$ cat config.mk
export PLATFORM = sky130hd
export DESIGN_NAME = la_clkinv_ctrl
export DESIGN_NICKNAME = d
export VERILOG_FILES = /design/src/rtl/la_clkctrl_pkg.sv /design/src/rtl/la_rrarb2.sv /design/src/rtl/la_clkinv_ctrl.sv
export SDC_FILE = /design/constraint.sdc
export NUM_CORES = 1
export LEC_CHECK = 0
export ABC_AREA = 0
export BUFFER_PORTS_ARGS = -buffer_cell sky130_fd_sc_hd__buf_4
export CAP_MARGIN = 10
export CORE_ASPECT_RATIO = 0.75
export CORE_MARGIN = 5
export CORE_UTILIZATION = 56
export DETAILED_ROUTE_END_ITERATION = 7
export GPL_TIMING_DRIVEN = 0
export PLACE_DENSITY_LB_ADDON = 0.2
export SLEW_MARGIN = 20
export SYNTH_ARGS = -nofsm -noshare
export SYNTH_HDL_FRONTEND = slang
export SYNTH_SLANG_ARGS = --single-unit
$ cat constraint.sdc
create_clock -name clk -period 2.2 [get_ports clk]
set_clock_uncertainty 0.15 [all_clocks]
set_input_delay 0.11 -clock clk [delete_from_list [all_inputs] [get_ports clk]]
set_output_delay 0.11 -clock clk [all_outputs]
set_load 0.02 [all_outputs]
$ cat src/rtl/la_clkctrl_pkg.sv
// ---------------------------------------------------------------------------
// la_clkctrl_pkg
// Shared definitions for the clock-control sequencers.
//   state_e : sequencer FSM state, 3-bit encoded
//   cnt_w() : width of a counter that must hold the values 0..n-1
// ---------------------------------------------------------------------------
package la_clkctrl_pkg;

  typedef enum logic [2:0] {
    IDLE   = 3'd0,
    CLOSE  = 3'd1,
    FLIP   = 3'd2,
    SETTLE = 3'd3,
    OPEN   = 3'd4,
    DONE   = 3'd5,
    ABORT  = 3'd6
  } state_e;

  // Never returns 0, so a count limit of 1 still gives a legal 1-bit counter.
  function automatic int unsigned cnt_w(input int unsigned n);
    return (n <= 2) ? 1 : $clog2(n);
  endfunction

  // Widths for the default timing (QCYCLES=4, SCYCLES=4, TMO=64).
  localparam int unsigned QCNT_W_DEF = cnt_w(4);
  localparam int unsigned SCNT_W_DEF = cnt_w(4);
  localparam int unsigned TCNT_W_DEF = cnt_w(64);

endpackage

$ cat src/rtl/la_rrarb2.sv
// ---------------------------------------------------------------------------
// la_rrarb2
// Two-way round-robin arbiter. The pointer names the port with priority;
// when a grant is consumed (adv high while gnt is non-zero) the pointer
// moves to the other port.
//   clk   in  : clock, rising edge
//   reset in  : synchronous active-high reset, pointer -> port 0
//   req   in  : request per port
//   adv   in  : consume the current grant and advance the pointer
//   gnt   out : one-hot grant, combinational from req and the pointer
// ---------------------------------------------------------------------------
module la_rrarb2 (
  input  logic       clk,
  input  logic       reset,
  input  logic [1:0] req,
  input  logic       adv,
  output logic [1:0] gnt
);

  logic ptr_q;
  logic ptr_d;

  always_comb begin
    gnt = '0;
    if (!ptr_q) begin
      if (req[0])      gnt = 2'b01;
      else if (req[1]) gnt = 2'b10;
    end else begin
      if (req[1])      gnt = 2'b10;
      else if (req[0]) gnt = 2'b01;
    end
  end

  // Granting port 0 hands priority to port 1 and vice versa; gnt[0] is
  // exactly the new pointer value.
  always_comb begin
    ptr_d = ptr_q;
    if (adv && (gnt != 2'b00)) ptr_d = gnt[0];
  end

  always_ff @(posedge clk) begin
    if (reset) ptr_q <= 1'b0;
    else       ptr_q <= ptr_d;
  end

endmodule

$ cat src/rtl/la_clkinv_ctrl.sv
// ---------------------------------------------------------------------------
// la_clkinv_ctrl
// Sequences the select input of a clock-XOR used as a programmable clock
// inverter. Polarity changes are requested by two ports (0 = software,
// 1 = hardware), arbitrated round-robin, and applied only while the
// downstream clock gate is closed and reports idle, so the inverted clock
// never carries a glitch or runt pulse. Runs on the always-on reference clock.
//   clk       in  : reference clock, rising edge
//   reset     in  : synchronous active-high reset
//   req[1:0]  in  : level request per port, held until its ack
//   pol[1:0]  in  : target polarity per port, sampled at grant
//   ack[1:0]  out : one-cycle completion pulse per port
//   busy      out : sequencer not in IDLE
//   gate_en   out : downstream clock-gate enable (1 = clock passes)
//   gate_idle in  : clock gate output is stopped low
//   inv       out : drives the b input of the clock-XOR
//   err       out : sticky gate_idle timeout flag, cleared only by reset
// ---------------------------------------------------------------------------
module la_clkinv_ctrl
  import la_clkctrl_pkg::*;
#(
  parameter logic        INIT    = 1'b0,
  parameter int unsigned QCYCLES = 4,
  parameter int unsigned SCYCLES = 4,
  parameter int unsigned TMO     = 64,
  parameter string       PROP    = "DEFAULT"
) (
  input  logic       clk,
  input  logic       reset,
  input  logic [1:0] req,
  input  logic [1:0] pol,
  output logic [1:0] ack,
  output logic       busy,
  output logic       gate_en,
  input  logic       gate_idle,
  output logic       inv,
  output logic       err
);

  localparam int unsigned QW = cnt_w(QCYCLES);
  localparam int unsigned SW = cnt_w(SCYCLES);
  localparam int unsigned TW = cnt_w(TMO);

  localparam logic [QW-1:0] QMAX = QW'(QCYCLES - 1);
  localparam logic [SW-1:0] SMAX = SW'(SCYCLES - 1);
  localparam logic [TW-1:0] TMAX = TW'(TMO - 1);

  // PROP is an implementation hint for back-end flows; no logic depends on it.
  if (PROP == "") begin : g_prop_none
  end

  state_e        state_q,   state_d;
  logic          tgt_idx_q, tgt_idx_d;
  logic          tgt_pol_q, tgt_pol_d;
  logic [QW-1:0] qcnt_q,    qcnt_d;
  logic [SW-1:0] scnt_q,    scnt_d;
  logic [TW-1:0] tcnt_q,    tcnt_d;
  logic          inv_q,     inv_d;
  logic          gate_en_q, gate_en_d;
  logic [1:0]    ack_q,     ack_d;
  logic          busy_q,    busy_d;
  logic          err_q,     err_d;

  logic [1:0]    gnt;
  logic          arb_adv;

  la_rrarb2 u_arb (
    .clk   (clk),
    .reset (reset),
    .req   (req),
    .adv   (arb_adv),
    .gnt   (gnt)
  );

  // All outputs are computed from the next state so that they change on the
  // same edge as the state that owns them (gate_en high in OPEN, ack high in
  // DONE) without any combinational path from the inputs.
  always_comb begin
    state_d   = state_q;
    tgt_idx_d = tgt_idx_q;
    tgt_pol_d = tgt_pol_q;
    qcnt_d    = qcnt_q;
    scnt_d    = scnt_q;
    tcnt_d    = tcnt_q;
    inv_d     = inv_q;
    gate_en_d = gate_en_q;
    ack_d     = '0;
    err_d     = err_q;
    arb_adv   = 1'b0;

    unique case (state_q)
      IDLE: begin
        if (gnt != 2'b00) begin
          arb_adv   = 1'b1;
          tgt_idx_d = gnt[1];
          tgt_pol_d = pol[gnt[1]];
          if (pol[gnt[1]] == inv_q) begin
            // Already at the requested polarity: release the requester
            // without touching the gate.
            state_d         = DONE;
            ack_d[gnt[1]]   = 1'b1;
          end else begin
            state_d   = CLOSE;
            gate_en_d = 1'b0;
            qcnt_d    = '0;
            tcnt_d    = '0;
          end
        end
      end

      CLOSE: begin
        gate_en_d = 1'b0;
        // A successful close wins over a timeout landing in the same cycle.
        if (gate_idle && (qcnt_q == QMAX)) begin
          state_d = FLIP;
        end else if (tcnt_q == TMAX) begin
          state_d   = ABORT;
          err_d     = 1'b1;
          gate_en_d = 1'b1;
        end else begin
          // qcnt saturates so a slow gate cannot wrap it past the limit.
          if (qcnt_q != QMAX) qcnt_d = qcnt_q + QW'(1);
          tcnt_d = tcnt_q + TW'(1);
        end
      end

      FLIP: begin
        inv_d   = tgt_pol_q;
        state_d = SETTLE;
        scnt_d  = '0;
      end

      SETTLE: begin
        if (scnt_q == SMAX) begin
          state_d   = OPEN;
          gate_en_d = 1'b1;
        end else begin
          scnt_d = scnt_q + SW'(1);
        end
      end

      OPEN: begin
        state_d          = DONE;
        ack_d[tgt_idx_q] = 1'b1;
      end

      ABORT: begin
        state_d          = DONE;
        ack_d[tgt_idx_q] = 1'b1;
      end

      DONE: begin
        state_d = IDLE;
      end

      default: begin
        state_d   = IDLE;
        gate_en_d = 1'b1;
      end
    endcase

    busy_d = (state_d != IDLE);
  end

  always_ff @(posedge clk) begin
    if (reset) begin
      state_q   <= IDLE;
      tgt_idx_q <= 1'b0;
      tgt_pol_q <= INIT;
      qcnt_q    <= '0;
      scnt_q    <= '0;
      tcnt_q    <= '0;
      inv_q     <= INIT;
      gate_en_q <= 1'b1;
      ack_q     <= '0;
      busy_q    <= 1'b0;
      err_q     <= 1'b0;
    end else begin
      state_q   <= state_d;
      tgt_idx_q <= tgt_idx_d;
      tgt_pol_q <= tgt_pol_d;
      qcnt_q    <= qcnt_d;
      scnt_q    <= scnt_d;
      tcnt_q    <= tcnt_d;
      inv_q     <= inv_d;
      gate_en_q <= gate_en_d;
      ack_q     <= ack_d;
      busy_q    <= busy_d;
      err_q     <= err_d;
    end
  end

  assign ack     = ack_q;
  assign busy    = busy_q;
  assign gate_en = gate_en_q;
  assign inv     = inv_q;
  assign err     = err_q;

endmodule

==> out/qor.txt <==
Status: finished clean
Vias in the first global route: 1133
Min-delay worst type: in -> reg
Register area: 440 um2
Post-synth ARST share: 0%
Final Net Count: 176
Slew Limit Headroom: 64.3%
CP Data Required Time: 2270 ps
Fin util: 68.8%
Area grow syn2layout: 15.0%
P_leak: 0.536 nW
Global-route wire length before repair: 4970 um
Fill count: 165
First-pass DRT Iterations: 4
H-tree levels: 1
CTS Root Buffer Type: clkbuf_4
Number of placement rows: 14
Ant diodes: 0
Largest net degree at the start of global routing: 13
Fin worst setup slack: 87.8 ps
Synthesized instance count: 147
Setup Viol. Count Final: 0
CTS Sinks: 22
Total global-route track usage: 19.2%
Die height: 50.3 um
Netlist Area Pre-Place: 0.00121 mm2
Tcrit/Tclk final: 96.0%
Register area share after synthesis: 36.3%
Slew Viols, Final: 0
Flops & latches, synth: 22
Top_reg_cell synth: dfxtp_1
Final WL: 2920 um
Via density: 6.30
Fin cells: 189
Syn nets: 157
Starting Density: 59.8%
Grt ovf: 0
Maxcap violations: 0
Critical Setup Path Class: reg -> reg
Total negative setup slack: 0 ps
Hold Slack: 29.1 ps
Post-Syn Area per Cell: 8.26 um2
Core area: 0.00203 mm2
Fin. Hold Viols: 0
Minimum clock period: 2110 ps
Clk buf depth: 2
Wire per inst: 15.4 um
CP endpoint kind: register
Placed Cells: 183
Post-DP HPWL: 2140 um
# IOs: 13
Die Area: 0.00321 mm2
Drt drc: 0
Worst IR drop on VDD: 0.000715 V
EDFF count, synth: 0
Routability congestion estimate: 0.888
Multi-input gate area: 736 um2
Worst Max-Slew Pin Slew: 529 ps
Synth warn: 0
Total number of vias: 1191
Unrepaired setup endpoints after global routing: no
Worst-Skew Late Latency: 310 ps
Initial DRC count: 42
CTS clock-pin slew for the worst setup and hold paths: 120 ps
Power per cell area: 741 mW/mm2
Die width: 63.8 um
CTS tree: built
Pre-CTS setup slack: 103 ps
Crit start category: register
Worst EP arrival: 2190 ps
Share of post-route cells with drive strength above 1: 13.9%
TritonCTS buffer count: 3
Crit path max fanout: 7
I/O Buffers: 12
Post-synth cell types: 43
Initial antenna violation count: 0
Final antenna-violating net count: 0
Fmax: 473 MHz
[report_power, final]
part	leakage (nW)	total, mW	switching (mW)	internal (mW)
Sequential	0.180	0.473	0.0324	0.441
Combinational	0.335	0.335	0.200	0.135
Clock	0.0210	0.227	0.126	0.101
[flip-flops by register name (all words and copies together) (netlist names), 2 cells and up]
| register | flops |
|---|---|
| state_q | 3 |
| ack | 2 |
| scnt_q | 2 |
| qcnt_q | 2 |
| tcnt_q | 6 |
[per-stage QoR]
step,total power [mW],instance area (um2)
final,1.04,1400
after global routing,1.11,1400
after CTS,1.04,1390
after detailed placement,0.807,1340
after global placement,0.796,1340
after floorplan,0.712,1210
[placed cells by master, fill, tap and decap left out, types with 2 or more instances in the layout]
| cell type | instances |
|---|---|
| a211oi_1 | 3 |
| a22oi_1 | 4 |
| nor2b_1 | 3 |
| nand2b_1 | 4 |
| inv_1 | 2 |
| dlygate4sd3_1 | 2 |
| nand2_1 | 9 |
| nand4_1 | 3 |
| mux2i_1 | 3 |
| nor2_1 | 22 |
| clkbuf_4 | 3 |
| and3_1 | 3 |
| ha_1 | 3 |
| o31ai_1 | 2 |
| clkbuf_1 | 7 |
| xor2_1 | 3 |
| a21oi_1 | 10 |
| dfxtp_1 | 22 |
| o41ai_1 | 2 |
| a41oi_1 | 2 |
| nand3_1 | 3 |
| buf_4 | 12 |
| nor3_1 | 4 |
| o21ai_0 | 9 |
| and2_1 | 2 |
[cells in the mapped netlist, types with 3 or more instances]
library cell | count | area (um2)
a22oi_1 | 4 | 30.0
o21ai_0 | 9 | 45.0
nand3_1 | 3 | 15.0
and3_1 | 3 | 18.8
ha_1 | 3 | 37.5
nor2_1 | 22 | 82.6
dfxtp_1 | 22 | 440
clkbuf_1 | 7 | 26.3
nand4_1 | 3 | 18.8
a211oi_1 | 3 | 22.5
xor2_1 | 3 | 26.3
mux2i_1 | 3 | 30.0
nand2_1 | 9 | 33.8
nor2b_1 | 3 | 18.8
nor3_1 | 4 | 20.0
nand2b_1 | 4 | 25.0
a21oi_1 | 10 | 50.1
[area by class of cell]
class / count / share of cell area (%)
buffer: 8 / 2.69
clock buffer: 4 / 2.60
inverter: 2 / 0.537
multi-input combinational: 115 / 52.6
sequential: 22 / 31.5
tap: 24 / 2.15
timing repair buffer: 14 / 7.88
[metal layers]
| layer | routed length [um] | vias up | global-route usage, % |
|---|---|---|---|
| met5 | 0 | - | 0 |
| li1 | - | 586 | - |
| met2 | 1420 | 48 | 32.1 |
| met1 | 1270 | 557 | 24.2 |
| met4 | 0 | 0 | 5.54 |
| met3 | 233 | 0 | 5.36 |
[worst max-delay path, cell delays in order, from the launching register on]
cell	delay [ps]
dfxtp_1	450
ha_1	370
nand2_1	150
o21ai_0	470
o21ai_0	180
a211oi_1	260
[final timing paths]
path,from,end,slack (ps),cells past startpoint
worst min-delay path,pol[0],tgt_pol_q$_SDFFE_PP0P_,30,3
worst max-delay path,tcnt_q[0]$_SDFFE_PP0P_,tcnt_q[2]$_SDFFE_PP0P_,90,5
worst min register to register,scnt_q[1]$_SDFFE_PP0P_,scnt_q[1]$_SDFFE_PP0P_,330,2
worst max register to register,tcnt_q[0]$_SDFFE_PP0P_,tcnt_q[2]$_SDFFE_PP0P_,90,5
[kinds of logic after synthesis]
family / after synthesis / share of synthesized area [%]
XOR/XNOR: 3 / 2.16
multiplexers: 4 / 3.40
AND/OR/NAND/NOR: 62 / 25.9
buffers and inverters: 10 / 3.71
flip-flops: 22 / 36.3
adder cells (fa/ha/maj): 3 / 3.09
AO/OA/AOI/OAI: 43 / 25.5
[what timing repair did]
action / CTS / global route
resized for setup: 0 / 1
setup endpoints to repair: 0 / 1
hold buffers: 2 / 0
setup buffers: 0 / 0
hold endpoints to repair: 4 / 0
Power figures use the tool's default switching activity.
